File: src/rtl/wb_port_arbiter.sv
// Register-file write-port arbiter: in-order WB stage vs. a FIFO of late results.
// The FIFO drains when the pipe is idle, when it is full, or after STARVE_MAX pipe wins.
module wb_port_arbiter #(
  parameter int unsigned XLEN       = 32,
  parameter int unsigned DEPTH      = 4,
  parameter int unsigned STARVE_MAX = 8
) (
  input  logic                         clk_i,
  input  logic                         rst_i,
  input  logic                         pipe_valid_i,
  input  logic                         pipe_we_i,
  input  logic [4:0]                   pipe_rd_i,
  input  logic [XLEN-1:0]              pipe_data_i,
  output logic                         pipe_stall_o,
  output logic                         pipe_rd_pending_o,
  input  logic                         late_valid_i,
  input  logic [4:0]                   late_rd_i,
  input  logic [XLEN-1:0]              late_data_i,
  output logic                         late_ready_o,
  output logic                         rf_we_o,
  output logic [4:0]                   rf_rd_o,
  output logic [XLEN-1:0]              rf_wdata_o,
  output logic [$clog2(DEPTH+1)-1:0]   count_o
);

  localparam int unsigned PtrW = $clog2(DEPTH);
  localparam int unsigned CntW = $clog2(DEPTH + 1);
  localparam int unsigned StW  = $clog2(STARVE_MAX + 1);

  localparam logic [PtrW-1:0] PtrOne  = PtrW'(1);
  localparam logic [CntW-1:0] CntOne  = CntW'(1);
  localparam logic [CntW-1:0] CntFull = CntW'(DEPTH);
  localparam logic [StW-1:0]  StOne   = StW'(1);
  localparam logic [StW-1:0]  StMax   = StW'(STARVE_MAX);

  logic [4:0]      rd_mem_q   [DEPTH];
  logic [XLEN-1:0] data_mem_q [DEPTH];
  logic [DEPTH-1:0] vld_q;

  logic [PtrW-1:0] wr_ptr_q, wr_ptr_d, rd_ptr_q, rd_ptr_d;
  logic [CntW-1:0] count_q, count_d;
  logic [StW-1:0]  starve_q, starve_d;
  logic            rf_we_q, rf_we_d;
  logic [4:0]      rf_rd_q, rf_rd_d;
  logic [XLEN-1:0] rf_wdata_q, rf_wdata_d;

  logic pipe_req, full, empty, push, force_drain, buf_win, pipe_win;

  always_comb begin
    pipe_req    = pipe_valid_i & pipe_we_i & (pipe_rd_i != 5'd0);
    full        = (count_q == CntFull);
    empty       = (count_q == '0);
    push        = late_valid_i & ~full & (late_rd_i != 5'd0);
    force_drain = full | (starve_q == StMax);
    buf_win     = ~empty & (force_drain | ~pipe_req);
    pipe_win    = pipe_req & ~buf_win;

    late_ready_o = ~full;
    pipe_stall_o = pipe_req & buf_win;

    pipe_rd_pending_o = 1'b0;
    for (int unsigned i = 0; i < DEPTH; i++) begin
      if (vld_q[i] && (rd_mem_q[i] == pipe_rd_i) && (pipe_rd_i != 5'd0)) begin
        pipe_rd_pending_o = 1'b1;
      end
    end
  end

  always_comb begin
    wr_ptr_d   = push ? wr_ptr_q + PtrOne : wr_ptr_q;
    rd_ptr_d   = buf_win ? rd_ptr_q + PtrOne : rd_ptr_q;
    count_d    = count_q;
    starve_d   = starve_q;
    rf_we_d    = 1'b0;
    rf_rd_d    = rf_rd_q;
    rf_wdata_d = rf_wdata_q;

    unique case ({push, buf_win})
      2'b10:   count_d = count_q + CntOne;
      2'b01:   count_d = count_q - CntOne;
      default: count_d = count_q;
    endcase

    if (buf_win || empty) begin
      starve_d = '0;
    end else if (pipe_win && (starve_q != StMax)) begin
      starve_d = starve_q + StOne;
    end

    if (buf_win) begin
      rf_we_d    = 1'b1;
      rf_rd_d    = rd_mem_q[rd_ptr_q];
      rf_wdata_d = data_mem_q[rd_ptr_q];
    end else if (pipe_win) begin
      rf_we_d    = 1'b1;
      rf_rd_d    = pipe_rd_i;
      rf_wdata_d = pipe_data_i;
    end
  end

  always_ff @(posedge clk_i or posedge rst_i) begin
    if (rst_i) begin
      wr_ptr_q   <= '0;
      rd_ptr_q   <= '0;
      count_q    <= '0;
      starve_q   <= '0;
      vld_q      <= '0;
      rf_we_q    <= 1'b0;
      rf_rd_q    <= 5'd0;
      rf_wdata_q <= '0;
      for (int unsigned i = 0; i < DEPTH; i++) begin
        rd_mem_q[i]   <= 5'd0;
        data_mem_q[i] <= '0;
      end
    end else begin
      wr_ptr_q   <= wr_ptr_d;
      rd_ptr_q   <= rd_ptr_d;
      count_q    <= count_d;
      starve_q   <= starve_d;
      rf_we_q    <= rf_we_d;
      rf_rd_q    <= rf_rd_d;
      rf_wdata_q <= rf_wdata_d;
      // Push and pop never share a slot: push needs !full, pop needs !empty.
      if (push) begin
        rd_mem_q[wr_ptr_q]   <= late_rd_i;
        data_mem_q[wr_ptr_q] <= late_data_i;
        vld_q[wr_ptr_q]      <= 1'b1;
      end
      if (buf_win) begin
        vld_q[rd_ptr_q] <= 1'b0;
      end
    end
  end

  assign rf_we_o    = rf_we_q;
  assign rf_rd_o    = rf_rd_q;
  assign rf_wdata_o = rf_wdata_q;
  assign count_o    = count_q;

endmodule

File: config.mk
export PLATFORM = sky130hd
export DESIGN_NAME = wb_port_arbiter
export DESIGN_NICKNAME = d
export VERILOG_FILES = /design/src/rtl/wb_port_arbiter.sv
export SDC_FILE = /design/constraint.sdc
export NUM_CORES = 1
export LEC_CHECK = 0
export ABC_AREA = 1
export CORE_MARGIN = 2
export CORE_UTILIZATION = 46
export DETAILED_ROUTE_END_ITERATION = 6
export PLACE_DENSITY = 0.69
export SLEW_MARGIN = 20
export SYNTH_ARGS = -nofsm -noshare
export SYNTH_HDL_FRONTEND = slang
export SYNTH_SLANG_ARGS = --single-unit
export TNS_END_PERCENT = 10
File: constraint.sdc
create_clock -name clk_i -period 9.6 [get_ports clk_i]
set_clock_uncertainty 0.1 [all_clocks]
set_input_delay 0.96 -clock clk_i [delete_from_list [all_inputs] [get_ports clk_i]]
set_output_delay 0.96 -clock clk_i [all_outputs]
set_load 0.01 [all_outputs]
== Yosys cells after proc, flatten, opt, wreduce, memory -nomap -nowiden ==
Index checks and enable logic that the tools add are counted.
Widths: inputs -> output; s select.

* Add/subtract/negate cells: 5
* $mul: 0
* Divide/modulo/power cells: 0
* Magnitude comparators: 7
* Eq/ne operators: 9
* Shift operators: 0
* Mux-type cells: 31
* Bitwise gates (word level): 18
* Reduce and logical (&&, ||, !) cells: 19

{| class="wikitable"
|+ Operators with widths
! operator !! count
|-
| $mux 32 || 5
|-
| $bwmux 128 || 1
|-
| $bmux 32 s2 || 1
|-
| $demux 32 s2 || 1
|-
| $mux 5 || 5
|-
| $bwmux 20 || 1
|-
| $eq 5x5->1 || 4
|-
| $mux 4 || 4
|-
| $logic_and 1x1->1 || 12
|-
| $bmux 5 s2 || 1
|-
| $demux 5 s2 || 1
|-
| $reduce_bool 5->1 || 2
|-
| $mux 1 || 8
|-
| $and 1x1->1 || 7
|-
| $ge 3x3->1 const B || 2
|-
| $lt 2x3->1 const B || 2
|-
| $not 2->3 || 2
|-
| $pmux 3 s2 || 1
|-
| $reduce_bool 2->1 || 3
|-
| $add 2x1->2 const B || 2
|-
| $add 4x1->4 const B || 1
|-
| $and 4x4->4 || 1
|-
| $demux 1 s2 || 2
|-
| $eq 4x4->1 const B || 1
|-
| 14 further kinds || 19
|}

* Flip-flop bits (word level): 201
* Bits in latches: 0
* Memory bits (writable): 0
* Bits in read-only memories: 0
* Input port bits: 79
* Output and inout port bits: 44
* Word-level logic and storage cells: 105
* Memories kept: 0

== Logic depth before layout (Yosys ltp) ==
Gate-level depths: netlist of run 1.

* Word-level depth: 10
* Depth in mapped cells: 15
* Gate-level depth less buffers: 14

== Least setup slack after synthesis of run 1 ==
Ideal clock, no wire load.

* Path type: input -> output
* Start: in pipe_rd_i[1]
* End: out pipe_stall_o
* Arrival: 1862 ps
* Setup slack: 6678 ps
* Stages on the path: 9
* Buffers on the path: 2
* Path through: buf_2 > nor2_1 > nand3_2 > nand3_4 > nand2_2 > inv_2 > buf_2 > nand2_1 > inv_1

* Cells in the longest elaborated chain, start to end: 6

{| class="wikitable"
|+ Ends and longest elaborated chain
! what !! line !! source
|-
| start, declared || 12 || <nowiki>input logic [4:0] pipe_rd_i,</nowiki>
|-
| $reduce_bool 5->1 (*) || 50 || <nowiki>pipe_req = pipe_valid_i & pipe_we_i & (pipe_rd_i != 5'd0);</nowiki>
|-
| $and 1x1->1 (*) || 50 ||
|-
| $not 1->1 || 55 || <nowiki>buf_win = ~empty & (force_drain | ~pipe_req);</nowiki>
|-
| $or 1x1->1 || 55 ||
|-
| $and 1x1->1 || 55 ||
|-
| $and 1x1->1 (*) || 59 || <nowiki>pipe_stall_o = pipe_req & buf_win;</nowiki>
|-
| end, declared || 14 || <nowiki>output logic pipe_stall_o,</nowiki>
|}

Every way passes the cells marked *; elsewhere a longest branch is shown, timed or not.

== Worst setup path after layout of run 1 ==
* Start: in pipe_rd_i[3]
* End: out pipe_stall_o

Same word-level chain as after synthesis.

==> results of run 1 <==
[worst max-delay path, cell delays in order]
cell	delay, ns
clkdlybuf4s50_1	0.55
nor2_1	0.19
nand3_2	0.16
nand3_4	0.34
nand2_2	0.53
inv_2	0.37
nand2_1	0.08
inv_1	0.08
clkdlybuf4s50_1	0.54
[power groups by stage]
stage          registers [mW]  clock network (mW)  logic (mW)
4_1_cts                  1.51               0.903        1.69
5_1_grt                  1.56               0.938        1.92
3_5_place_dp             1.52                   0        1.68
6_report                 1.51               0.885        1.68
2_1_floorplan            1.47                   0        1.19
3_3_place_gp             1.51                   0        1.65
[flip-flops by register name, indices dropped and copies added (netlist names)]
register	count
count_o	3
data_mem_q	128
rd_mem_q	20
rd_ptr_q	2
rf_rd_o	5
rf_wdata_o	32
rf_we_o	1
starve_q	4
vld_q	4
wr_ptr_q	2
[layout by cell type (no fill, tap or decap), types with 8 or more instances in the layout]
cell type	Yosys	routed
a21oi_1	10	10
inv_1	107	105
o21ai_1	133	133
nand2_1	421	420
o21ai_0	59	59
nand3_1	157	157
nor2_1	26	26
ha_1	11	11
clkbuf_16	0	23
clkdlybuf4s50_1	0	122
dfrtp_1	201	199
o21ai_2	8	8
[area by class of cell]
| class | count | share of cell area |
|---|---|---|
| repair buffers | 127 | 0.107 |
| inverters | 114 | 0.0372 |
| clock buffers | 31 | 0.0549 |
| flip-flops and latches | 201 | 0.428 |
| clock inverters | 8 | 0.0104 |
| well taps | 275 | 0.0293 |
| multi-input cells | 851 | 0.333 |
[per-layer routing]
| metal | vias to the layer above | share of wire |
|---|---|---|
| li1 | 4126 | - |
| met1 | 3824 | 0.49 |
| met2 | 246 | 0.43 |
| met3 | 22 | 0.065 |
| met4 | 0 | 0.014 |
| met5 | - | 0 |
[through the flow]
| step | setup slack (ns) | instance area, sq um | instances |
|---|---|---|---|
| finish | 4.72 | 11800 | 1607 |
| global route | 4.49 | 11800 | 1607 |
| CTS | 4.73 | 11800 | 1607 |
| detailed placement | 4.73 | 11000 | 1568 |
| global placement | 4.77 | 11000 | 1568 |
| floorplan | 3.06 | 9850 | 1245 |
[logic make-up (layout without fill, tap and decap cells)]
family          after synthesis  count (layout)
compound gates              211             211
xor+xnor                      9               9
fa+ha+maj                    12              12
buf+inv                     193             280
flops                       201             201
simple gates                619             619
[path summary, 6_finish.rpt]
| kind | startpoint | end |
|---|---|---|
| max in group asynchronous | rst_i | data_mem_q[32]$_DFFE_PP0P_ |
| worst max-delay path | pipe_rd_i[3] | pipe_stall_o |
| worst min-delay path | data_mem_q[94]$_DFFE_PP0P_ | data_mem_q[94]$_DFFE_PP0P_ |
| worst max register to register | count_o[2]$_DFFE_PP0P_ | count_o[2]$_DFFE_PP0P_ |
| min in group asynchronous | rst_i | rf_wdata_o[18]$_DFFE_PP0P_ |
| worst min register to register | data_mem_q[94]$_DFFE_PP0P_ | data_mem_q[94]$_DFFE_PP0P_ |
==> impl_metrics.tcl, run 1 <==
set metrics [dict create \
    netlist_instances 1245 \
    cts_tree "built" \
    final_net_count 1409 \
    sequentialPowerShare 0.370 \
    dr.first_iter.drc_count 750 \
    fillers 1964 \
    fin_setup_tns_ns 0 \
    synth_top_family_by_area "simple AND/OR/NAND/NOR gates" \
    clock_latency_ns 0.50 \
    finish.utilization 0.560 \
    synth.yosys.seq_area_share 0.511 \
    reg2regPathDepth 10 \
    core_area_sq_mm 0.0210 \
    synth_edf_count 0 \
    maxSlewHeadroom 0.362 \
    clock_tree.buffer_depth 3 \
    power_mw 4.08 \
    required_ns 8.54 \
    r2r_slack_ns 6.30 \
    area_growth_pct 19.5 \
    vias 8218 \
    yosysWarnings 0 \
    antenna_left 0 \
    synth_top_area_cell "dfrtp_1" \
    leakage_nw 5.84 \
    fin_crit_sh 0.509 \
    drc_errors 0 \
    ys_ff_latch 201 \
    vias_per_cell 5.11 \
    p_sw_mw 1.62 \
    use_met1 0.333 \
    io_buffers 122 \
    period_minus_slack_ns 4.88 \
    yosysMostFrequentCell "nand2_1" \
    fin_hold_ws_ns 0.383 \
    grt_setup_unrepaired "false" \
    power.density_mw_per_mm2 347 \
    ys_top_cells_by_area "dfrtp_1 (51%), nand2_1 (16%), nand3_1 (8.0%), o21ai_1 (6.8%), inv_1 (4.1%)" \
    dp_hpwl_um 14700 \
    syn_area_sq_mm 0.00985 \
    max_freq_mhz 205 \
    synth_compound_area_frac 0.111 \
    setup_viol 0 \
    combPwrFrac 0.413 \
    post_cts_buffers 0 \
    die_area_sq_mm 0.0226 \
    status "completed" \
    synthArstFlopShare 1.00 \
    met2_usage 0.328 \
    synthTopCellsByCount "nand2_1 (421), dfrtp_1 (201), nand3_1 (157)" \
    syn_nets 1336 \
    end_kind "output pin" \
    p_clk_frac 0.217 \
    hold_path_depth 2 \
    worst_slew_pin_slew_ns 0.958 \
    gr-total-overflow 0 \
    htree_levels 1 \
    gr-max-usage-layer "met1" \
    placementRows 53 \
    finalHoldViolCount 0 \
    start_util 0.468 \
    synth-simple-area-share 0.261 \
    synth_xor_area_frac 0.00801 \
    drive_above_1_share 0.0541 \
    grt_pass1_wl_um 39200 \
    p_int_mw 2.46 \
    crit_fanout 39 \
    synthFlopType "dfrtp_1" \
    first_global_vias 7546 \
    ctsResizeCount 0 \
    worstPathArrival_ns 3.82 \
    regArea_sq_mm 0.00503 \
    switching_share 0.397 \
    crit_type "in2out" \
    grt_use_total 0.216 \
    cp-start-kind "primary input" \
    grt_max_degree 128 \
    clk_pin_slew_worst_paths_ns 0.06 \
    grtUsageMet3 0.0245 \
    ctsHoldBuffers 0 \
    multi_input_area_sq_mm 0.00392 \
    die_w_um 150 \
    synth.distinct_cells 28 \
    drt-total-wl_um 24000 \
    wl_per_cell_um 14.9 \
    ios 123 \
    drv_cap 0 \
    syn_avg_cell_area_sq_um 7.91 \
    vdd_ir_drop_max_v 0.000151 \
    hp-class "reg2reg" \
    drtPass1Iterations 6 \
    cts_made_buffers 23 \
    place_congestion 0.878 \
    cts_root_buffer "clkbuf_16" \
    maxSlewViolCount 0 \
    synth_fa_ha_area_frac 0.0160 \
    clkSinkCount 201 \
    synth_mux_area_frac 0 \
    dieHeight_um 150 \
    diodes 0 \
    antenna_found_initial 0 \
    netlist.area_leader.share 0.511 \
]
Power figures use the tool's default switching activity.
==> inputs of run 2 (changes only) <==
PLACE_DENSITY = 0.72   (was 0.69)
clock period = 4.4 ns   (was 9.6 ns; I/O delays follow)
==> impl_metrics.tcl, run 2 (synthesized netlist as in run 1, its figures left out) <==
set metrics [dict create \
    p_int_mw 5.30 \
    cts_tree "built" \
    leakage_nw 5.83 \
    clkSinkCount 201 \
    placed_area_sq_mm 0.0111 \
    area_growth_pct 19.7 \
    finish.utilization 0.561 \
    status "completed" \
    design_area_sq_mm 0.0118 \
    fin_crit_sh 0.723 \
    path_cells "clkdlybuf4s50_1 > nor2_1 > nand3_2 > nand3_4 > nand2_2 > inv_2 > nand2_1 > inv_1 > clkdlybuf4s50_1" \
    setup_viol 0 \
    drt-total-wl_um 24600 \
    cts_made_buffers 22 \
    drc_errors 0 \
    wl_per_cell_um 15.3 \
    vdd_ir_drop_max_v 0.000280 \
    maxSlewHeadroom 0.361 \
    p_sw_mw 3.55 \
    largest_reg_flops 128 \
    largest_register "data_mem_q" \
    drive_above_1_share 0.0560 \
    clock_latency_ns 0.50 \
    final_net_count 1416 \
    cpMostUsedCell "clkdlybuf4s50_1" \
    p_clk_frac 0.205 \
    start_util 0.468 \
    clock_tree.buffer_depth 3 \
    path_buf_inv 4 \
    place_ws_ns 1.20 \
    critPathMaxStageDelay_ns 0.56 \
    grt_max_degree 134 \
    ctsHoldBuffers 0 \
    crit_type "in2out" \
    diodes 0 \
    post_cts_buffers 0 \
    hold_path_depth 2 \
    power.density_mw_per_mm2 751 \
    reg2regPathDepth 13 \
    cts_root_buffer "clkbuf_16" \
    antenna_left 0 \
    grt_pass1_wl_um 40400 \
    die_w_um 150 \
    dieHeight_um 150 \
    dp_hpwl_um 15500 \
    hp-class "reg2reg" \
    final_common_cell "nand2_1" \
    setup_ws_ns 1.22 \
    gr-total-overflow 0 \
    cp-start-kind "primary input" \
    antenna_found_initial 0 \
    drtPass1Iterations 6 \
    dr.first_iter.drc_count 652 \
    setup.worst_path.start "pipe_rd_i[0]" \
    ios 123 \
    fin_setup_tns_ns 0 \
    grt_use_total 0.222 \
    io_buffers 122 \
    rr_startpoint "count_o[0]$_DFFE_PP0P_" \
    die_area_sq_mm 0.0226 \
    crit_cells 9 \
    max_freq_mhz 314 \
    placementRows 53 \
    grt_setup_unrepaired "false" \
    end_kind "output pin" \
    clk_pin_slew_worst_paths_ns 0.05 \
    finalHoldViolCount 0 \
    crit_slowest_cell "clkdlybuf4s50_1" \
    final_cell_mix "nand2_1 (420), dfrtp_1 (200), nand3_1 (157), o21ai_1 (133), clkdlybuf4s50_1 (122)" \
    place_congestion 0.889 \
    hp-start "data_mem_q[69]$_DFFE_PP0P_" \
    first_global_vias 7782 \
    switching_share 0.401 \
    period_minus_slack_ns 3.18 \
    drv_cap 0 \
    vias_per_cell 5.12 \
    required_ns 3.86 \
    sequentialPowerShare 0.364 \
    vias 8262 \
    worst_slew_pin_slew_ns 0.957 \
    critPathTopFamily "buffers and inverters" \
    ctsResizeCount 0 \
    worstPathArrival_ns 2.64 \
    maxSlewViolCount 0 \
    core_area_sq_mm 0.0210 \
    combPwrFrac 0.431 \
    crit_fanout 35 \
    fillers 1942 \
    htree_levels 1 \
]
## run 2: changes by cell type in the layout (fill, tap and decap cells not counted), moves of 2 or more
cell | before | now
buf_4 | 5 | 10
nand2_2 | 6 | 9
buf_12 | 0 | 3
bufinv_16 | 3 | 1
clkbuf_1 | 4 | 7
inv_6 | 2 | 0
nand2_4 | 3 | 0
## run 2: routing by layer
metal / track usage / up-vias / share of wire
li1: - / 4131 / -
met1: 0.336 / 3853 / 0.47
met2: 0.340 / 245 / 0.44
met3: 0.0321 / 33 / 0.068
met4: 0.0486 / 0 / 0.016
met5: 0 / - / 0
## run 2: layout make-up
class / instances / area [sq um] / area share
Clock buffer: 35 / 671 / 0.0569
Clock inverter: 3 / 40.0 / 0.00340
Inverter: 114 / 434 / 0.0368
Multi-Input combinational cell: 851 / 3910 / 0.332
Sequential cell: 201 / 5030 / 0.427
Tap cell: 275 / 344 / 0.0292
Timing Repair Buffer: 135 / 1360 / 0.115
## run 2: path summary, 6_finish.rpt
check / end / slack (ns)
hold reg to reg: data_mem_q[69]$_DFFE_PP0P_ / 0.39
max in group asynchronous: rd_ptr_q[0]$_DFFE_PP0N_ / 3.06
setup / recovery: pipe_stall_o / 1.22
hold / removal: data_mem_q[69]$_DFFE_PP0P_ / 0.39
min in group asynchronous: rf_wdata_o[23]$_DFFE_PP0P_ / 0.40
setup reg to reg: count_o[2]$_DFFE_PP0P_ / 1.76
## run 2: through the flow
stage	hold WS, ns	power, mW	std cells
floorplan	0.353	5.82	1245
global placement	0.365	6.94	1576
detailed placement	0.373	7.05	1576
CTS	0.388	8.89	1614
global route	0.405	9.60	1614
finish	0.387	8.85	1614
## run 2: worst reg2reg max path, stage by stage, from the launching register on
cell and delay (ns):
dfrtp_1 0.45, nor2_4 0.19, nand2_2 0.07, nand2_1 0.07, inv_2 0.05, nand3_4 0.26
nand2_2 0.11, inv_2 0.18, ha_1 0.17, inv_1 0.06, fa_1 0.39, a21oi_1 0.15
o21ai_0 0.11, xor2_1 0.15
## run 2: power groups by stage
stage | clock network, mW | logic (mW) | registers [mW]
2_1_floorplan | 0 | 2.60 | 3.22
3_3_place_gp | 0 | 3.72 | 3.21
3_5_place_dp | 0 | 3.81 | 3.24
4_1_cts | 1.85 | 3.83 | 3.22
5_1_grt | 1.92 | 4.35 | 3.33
6_report | 1.82 | 3.81 | 3.22
